## src/rtl/p_fir_engine.sv

```systemverilog
// p_fir_engine: streams a BRAM block through a TAPS-deep MAC pipeline
// (read, delay line, multiply-accumulate, round/saturate, write), one sample per clock.
module p_fir_engine #(
   parameter int DATA_W = 16,
   parameter int COEF_W = 16,
   parameter int TAPS   = 5,
   parameter int ADDR_W = 10,
   parameter int SHIFT  = 15
) (
   input  logic                    clk,
   input  logic                    rst,
   input  logic                    start,
   input  logic [ADDR_W-1:0]       src_base,
   input  logic [ADDR_W-1:0]       dst_base,
   input  logic [ADDR_W:0]         len,
   input  logic                    keep_hist,
   input  logic                    coef_we,
   input  logic [$clog2(TAPS)-1:0] coef_idx,
   input  logic [COEF_W-1:0]       coef_data,
   output logic                    rd_en,
   output logic [ADDR_W-1:0]       rd_addr,
   input  logic [DATA_W-1:0]       rd_data,
   output logic                    wr_en,
   output logic [ADDR_W-1:0]       wr_addr,
   output logic [DATA_W-1:0]       wr_data,
   output logic                    busy,
   output logic                    done
);

   localparam int IDX_W  = $clog2(TAPS);
   localparam int LEN_W  = ADDR_W + 1;
   localparam int PROD_W = DATA_W + COEF_W;
   localparam int ACC_W  = PROD_W + IDX_W;
   localparam int RND_W  = ACC_W + 1;

   localparam logic signed [RND_W-1:0] RND_C = RND_W'(1) << (SHIFT - 1);
   localparam logic signed [RND_W-1:0] Y_MAX =
      {{(RND_W-DATA_W+1){1'b0}}, {(DATA_W-1){1'b1}}};
   localparam logic signed [RND_W-1:0] Y_MIN =
      {{(RND_W-DATA_W+1){1'b1}}, {(DATA_W-1){1'b0}}};

   typedef enum logic [1:0] {
      S_IDLE,
      S_RUN,
      S_DRAIN,
      S_FIN
   } state_t;

   state_t state_q;
   state_t state_d;

   logic [LEN_W-1:0]  rcnt;
   logic [ADDR_W-1:0] wr_ptr;
   logic              v1;
   logic              v2;
   logic              v3;
   logic              accept;
   logic              coef_ok;

   logic signed [DATA_W-1:0] x [TAPS];
   logic signed [COEF_W-1:0] c [TAPS];
   logic signed [ACC_W-1:0]  acc;
   logic signed [ACC_W-1:0]  mac;
   logic signed [PROD_W-1:0] prod;
   logic signed [RND_W-1:0]  rnd;
   logic signed [RND_W-1:0]  shf;
   logic [DATA_W-1:0]        y;

   assign accept  = (state_q == S_IDLE) && start;
   assign coef_ok = (state_q == S_IDLE) && coef_we
                    && (int'(coef_idx) < TAPS);

   always_ff @(posedge clk or posedge rst) begin
      if (rst) begin
         state_q <= S_IDLE;
      end else begin
         state_q <= state_d;
      end
   end

   // DRAIN ends on the write issued with nothing left behind it
   always_comb begin
      state_d = state_q;
      rd_en   = 1'b0;
      busy    = 1'b0;
      done    = 1'b0;
      unique case (state_q)
         S_IDLE: begin
            if (start) begin
               state_d = (len == '0) ? S_FIN : S_RUN;
            end
         end
         S_RUN: begin
            rd_en = 1'b1;
            busy  = 1'b1;
            if (rcnt == LEN_W'(1)) begin
               state_d = S_DRAIN;
            end
         end
         S_DRAIN: begin
            busy = 1'b1;
            if (wr_en && !(v1 || v2 || v3)) begin
               state_d = S_FIN;
            end
         end
         S_FIN: begin
            busy    = 1'b1;
            done    = 1'b1;
            state_d = S_IDLE;
         end
         default: state_d = S_IDLE;
      endcase
   end

   always_ff @(posedge clk or posedge rst) begin
      if (rst) begin
         rcnt    <= '0;
         rd_addr <= '0;
         wr_ptr  <= '0;
      end else begin
         if (accept) begin
            rcnt    <= len;
            rd_addr <= src_base;
         end else if (rd_en) begin
            rcnt    <= rcnt - LEN_W'(1);
            rd_addr <= rd_addr + ADDR_W'(1);
         end
         if (accept) begin
            wr_ptr <= dst_base;
         end else if (v3) begin
            wr_ptr <= wr_ptr + ADDR_W'(1);
         end
      end
   end

   always_ff @(posedge clk or posedge rst) begin
      if (rst) begin
         for (int k = 0; k < TAPS; k++) begin
            c[k] <= '0;
         end
      end else if (coef_ok) begin
         c[coef_idx] <= coef_data;
      end
   end

   always_comb begin
      mac  = '0;
      prod = '0;
      for (int k = 0; k < TAPS; k++) begin
         prod = PROD_W'(x[k]) * PROD_W'(c[k]);
         mac  = mac + {{IDX_W{prod[PROD_W-1]}}, prod};
      end
   end

   // one guard bit so the rounding offset cannot wrap the accumulator
   always_comb begin
      rnd = {acc[ACC_W-1], acc} + RND_C;
      shf = rnd >>> SHIFT;
      y   = shf[DATA_W-1:0];
      unique case (1'b1)
         (shf > Y_MAX): y = Y_MAX[DATA_W-1:0];
         (shf < Y_MIN): y = Y_MIN[DATA_W-1:0];
         default:       y = shf[DATA_W-1:0];
      endcase
   end

   always_ff @(posedge clk or posedge rst) begin
      if (rst) begin
         v1      <= 1'b0;
         v2      <= 1'b0;
         v3      <= 1'b0;
         wr_en   <= 1'b0;
         wr_addr <= '0;
         wr_data <= '0;
         acc     <= '0;
         for (int k = 0; k < TAPS; k++) begin
            x[k] <= '0;
         end
      end else begin
         v1    <= rd_en;
         v2    <= v1;
         v3    <= v2;
         wr_en <= v3;
         if (accept && !keep_hist) begin
            for (int k = 0; k < TAPS; k++) begin
               x[k] <= '0;
            end
         end else if (v1) begin
            x[0] <= rd_data;
            for (int k = 1; k < TAPS; k++) begin
               x[k] <= x[k-1];
            end
         end
         if (v2) begin
            acc <= mac;
         end
         if (v3) begin
            wr_addr <= wr_ptr;
            wr_data <= y;
         end
      end
   end

endmodule

```

## config.mk

```make
export PLATFORM = sky130hd
export DESIGN_NAME = p_fir_engine
export DESIGN_NICKNAME = d
export VERILOG_FILES = /design/src/rtl/p_fir_engine.sv
export SDC_FILE = /design/constraint.sdc
export NUM_CORES = 2
export LEC_CHECK = 0
export ABC_AREA = 1
export BUFFER_PORTS_ARGS = -buffer_cell sky130_fd_sc_hd__buf_2
export CAP_MARGIN = 40
export CORE_MARGIN = 3
export CORE_UTILIZATION = 35
export CTS_BUF_LIST = sky130_fd_sc_hd__clkbuf_8
export DETAILED_ROUTE_END_ITERATION = 10
export SLEW_MARGIN = 25
export SYNTH_ARGS = -nofsm -noshare
export SYNTH_HDL_FRONTEND = slang
export SYNTH_SLANG_ARGS = --single-unit
```

## constraint.sdc

```tcl
create_clock -name clk -period 29.2 [get_ports clk]
set_input_delay 7.3 -clock clk [delete_from_list [all_inputs] [get_ports clk]]
set_output_delay 7.3 -clock clk [all_outputs]
set_load 0.02 [all_outputs]
```

After elaboration in Yosys (flattened, before gate mapping)
Cells that the tools add are included.
{"block": "totals", "elab_cells": 84, "reg_bits": 258, "ram_bits": 0, "memories": 0, "mem_bits_ro": 0, "output_inout_bits": 40, "latch_bits": 0}
{"block": "classes", "n_lt_le_gt_ge": 5, "n_bitwise": 1, "multipliers": 5, "n_eq_ne": 7, "n_addsub": 8, "muxes": 20, "div_mod_pow": 0, "reduce_logical": 17, "n_shift": 0}
{"op": "$mul 16x16->32", "n": 5}
{"op": "$mux 80", "n": 2}
{"op": "$bwmux 80", "n": 1}
{"op": "$demux 16 s3", "n": 1}
{"op": "$mux 10", "n": 4}
{"op": "$add 35x16->36 const B", "n": 1}
{"op": "$add 34x32->35", "n": 1}
{"op": "$add 35x35->35", "n": 1}
{"op": "$add 33x32->34", "n": 1}
{"op": "$add 32x32->33", "n": 1}
{"op": "$pmux 16 s2", "n": 1}
{"op": "$mux 11", "n": 2}
{"op": "$gt 21x16->1 const B", "n": 1}
{"op": "$lt 21x16->1 const B", "n": 1}
{"op": "$add 10x1->10 const B", "n": 2}
{"op": "$mux 16", "n": 1}
{"op": "$eq 11x1->1 const B", "n": 1}
{"op": "$logic_not 11->1", "n": 1}
{"op": "$sub 11x1->11 const B", "n": 1}
{"op": "$mux 2", "n": 4}
{"op": "$pmux 2 s4", "n": 1}
{"op": "$logic_and 1x1->1", "n": 6}
{"op": "$ne 2x2->1 const B", "n": 3}
{"op": "$reduce_bool 2->1", "n": 3}
{"op": "other kinds (12)", "n": 17}

Longest topological paths before layout
{"block": "logic_depth", "word_depth": 6, "ltp_mapped": 51, "mapped_depth_nobuf": 49}

Least setup slack after synthesis
OpenSTA, ideal clock, no wires.
{"block": "synth_path", "kind": "reg-to-reg", "from": "register c[7] in the netlist's numbering", "to": "register acc[23]", "stages_incl_launch_ff": 42, "path_buffers": 2, "period_less_slack_ns": 11.055, "arrival_time_ns": 10.923, "setup_slack_ns": 18.145, "path_cell_list": "dfrtp_1 -> clkbuf_1 -> clkbuf_1 -> nand2_1 -> fa_1 -> inv_1 -> fa_1 -> inv_1 -> fa_1 -> inv_1 -> fa_1 -> fa_1 -> inv_1 -> fa_1 -> inv_1 -> ha_1 -> a21o_1 -> a31oi_1 -> [... 6 more ...] -> fa_1 -> inv_1 -> fa_1 -> fa_1 -> inv_1 -> fa_1 -> inv_1 -> fa_1 -> inv_1 -> ha_1 -> a21o_1 -> a21oi_1 -> o21ai_0 -> inv_1 -> o211ai_1 -> or2_2 -> nand3_1 -> o21ai_0"}
{"block": "synth_between", "elab_chain_cells": 2}
{"item": "start, declared", "line_no": "61", "source": "logic signed [COEF_W-1:0] c [TAPS];"}
{"item": "start signal, assigned by index", "line_no": "142", "source": "c[coef_idx] <= coef_data;"}
{"item": "$mul 16x16->32", "line_no": "150", "source": "prod = PROD_W'(x[k]) * PROD_W'(c[k]);"}
{"item": "$add 35x35->35", "line_no": "151", "source": "mac = mac + {{IDX_W{prod[PROD_W-1]}}, prod};"}
{"item": "end signal, assigned", "line_no": "195", "source": "acc <= mac;"}
{"item": "end, declared", "line_no": "62", "source": "logic signed [ACC_W-1:0] acc;"}
Every way passes these cells.
A chain may end at the register's enable or synchronous reset.

Final worst setup path
{"block": "layout_path", "from": "register c[4] in the netlist's numbering", "to": "register acc[25]"}
The elaborated chain is that of the path after synthesis.

==> metrics.yaml <==
status: "finished clean"
routabilityCongestion: 0.955
crit_type: "flop to flop"
layout.cells.most_common_list: "2373 x inv_1, 1679 x nand2_1, 1578 x fa_1"
critPathLaunchType: "flop"
async_flop_share_pct: 100
cts_tree: "done"
slowest_delay_ns: 0.86
cts_sinks: 244
ys_seq_elements: 244
start_util_pct: 35.3
hold_violations: 0
rows: 156
cpMostUsedCell: "fa_1"
core_um2: 181000
hpwl_um: 169000
wl_per_cell_um: 20.1
die_h_um: 434
firstDrtPassIters: 6
synth-edff-count: 0
h-tree-depth: 2
wirelength_um: 197000
finalNetCount: 9451
cp_top_family: "adder cells"
grt_start_max_net_pins: 61
numPortBuffers: 110
syn_area_per_cell_um2: 8.51
cts-resized-gates: 0
die_x_um: 434
layout-drive-gt1-share_pct: 4.74
grt_util_all_layers_pct: 21.8
synthToLayoutAreaGrowth_pct: 6.85
vias: 47500
cts_buffers: 58
crit_required_ns: 29.84
path_max_fanout: 17
maxSlewHeadroom_pct: 38.2
finClkSkew_ns: 0.0889
cts-hold-fix-buffers: 0
rsz0062_at_grt: "false"
ys.warnings.count: 0
hold_path.class: "flop to flop"
setup_tns_ns: 0
max_freq_mhz: 76.3
vias_per_cell: 4.83
finalCriticalPeriod_ns: 13.10
ant_nets: 0
path_buf_inv: 8
synthDistinctLibCells: 46
clock-root-buffer: "clkbuf_8"
yosysSeqAreaShare_pct: 9.53
fillers: 18400
netlist_instances: 7530
grt_first_pass_wirelength_um: 311000
synthFlopType: "dfrtp_1"
grt_overflow: 0
worstPathArrival_ns: 13.74
initialDrtViolationCount: 3887
final_common_cell: "inv_1"
crit_slowest_cell: "fa_1"
syn-num-nets: 9564
clockBufferDepth: 3
slew_viol_final: 0
period_share_pct: 44.9
dieArea_um2: 188000
synth_area_um2: 64100
max_slew.worst_pin.slew_ns: 0.928
post_cts_buffers: 0
io_pins: 111
grt_antenna_before_repair: 14
drcViolationCount: 0
setup_viol_count_final: 0
cp-end-kind: "flop"
clk_latency_ns: 0.81
grt_pass1_vias: 51800
maxCapViolCount: 0
clk_pin_slew_ns: 0.06
state kept, by name (all words and copies together), names as in the netlist, 10 cells and up:
name / flops
acc: 21
rcnt: 11
rd_addr: 10
x: 80
wr_addr: 10
c: 80
wr_data: 16
wr_ptr: 10
path summary, 6_finish.rpt:
path | from | slack [ns] | cells after the start | endpoint
max in group asynchronous | rst | 20.61 | 6 | x[6]
worst max-delay path | c[4] | 16.10 | 40 | acc[25]
min in group asynchronous | rst | 6.59 | 2 | v2
worst max register to register | c[4] | 16.10 | 40 | acc[25]
worst min-delay path | wr_addr[6] | 0.47 | 2 | wr_addr[6]
worst min register to register | wr_addr[6] | 0.47 | 2 | wr_addr[6]
layout make-up:
type	instances	area [um2]	share of cell area [%]
flip-flops and latches	244	6110	8.92
inverters	2364	8880	13.0
diodes	6	15.0	0.0219
clock buffers	77	1060	1.55
multi-input cells	4544	47700	69.6
well taps	2370	2970	4.33
repair buffers	205	1480	2.17
clock inverters	29	299	0.437
cell usage after synthesis (2+ instances only):
library cell / number / area, um2
a21boi_0: 3 / 22.5
dfrtp_1: 244 / 6110
buf_1: 3 / 11.3
clkbuf_1: 363 / 1360
buf_2: 9 / 45.0
nor3_2: 4 / 40.0
nand3b_1: 4 / 30.0
or2_2: 4 / 25.0
fa_1: 1578 / 31600
a21oi_2: 10 / 87.6
nand4_1: 16 / 100
xnor2_1: 34 / 298
a31oi_1: 92 / 576
nor2_2: 22 / 138
a21o_1: 7 / 52.6
inv_1: 2361 / 8860
nor3_1: 26 / 130
nor4_1: 5 / 31.3
ha_1: 385 / 4820
inv_2: 2 / 7.51
o211ai_1: 11 / 82.6
o221ai_1: 6 / 52.6
o22ai_1: 3 / 18.8
o21ai_0: 133 / 666
xor2_1: 53 / 464
o21bai_1: 9 / 67.6
o21a_1: 16 / 120
nand2_1: 1680 / 6310
nand2_2: 6 / 37.5
a21oi_1: 86 / 430
nor2_1: 258 / 968
nand3_1: 83 / 415
worst reg2reg max path, delay by kind of cell, from the launching register on:
family,cells,cell delay (ns)
XOR/XNOR,1,0.38
buffers and inverters,8,0.45
flip-flops,1,0.81
AO/OA/AOI/OAI,2,0.41
AND/OR/NAND/NOR,12,2.76
adder cells (fa/ha/maj),17,8.20
metrics by stage:
stage	hold slack [ns]	instances	area, um2	setup WS (ns)	util (%)
5_1_grt	0.499	9836	68500	15.48	37.8
3_3_place_gp	0.450	9700	66700	16.29	36.8
2_1_floorplan	0.352	7530	64100	15.20	-
6_report	0.468	9839	68500	16.10	37.8
4_1_cts	0.467	9822	68300	16.07	37.7
3_5_place_dp	0.454	9716	67000	16.08	36.9
cell families (layout without fill, tap and decap cells):
family                   count (synthesis)  count (layout)  share of synthesized area (%)
AO/OA/AOI/OAI                          380             380                           3.45
XOR/XNOR                                87              87                           1.19
adder cells (fa/ha/maj)               1963            1963                           56.8
buffers and inverters                 2742            2675                           16.1
flip-flops                             244             244                           9.53
other                                    0               6                              0
AND/OR/NAND/NOR                       2114            2114                           12.9
layer usage:
layer	vias to the layer above	track usage, %	share of wire [%]
met5	-	0	0.028
met4	10	7.38	3.9
met3	394	3.96	8.3
met2	1736	35.2	46
met1	24600	29.5	42
li1	20800	-	-
Power is not shown: default switching activity piles up to over one toggle a cycle in this logic, so the estimate is an artifact.
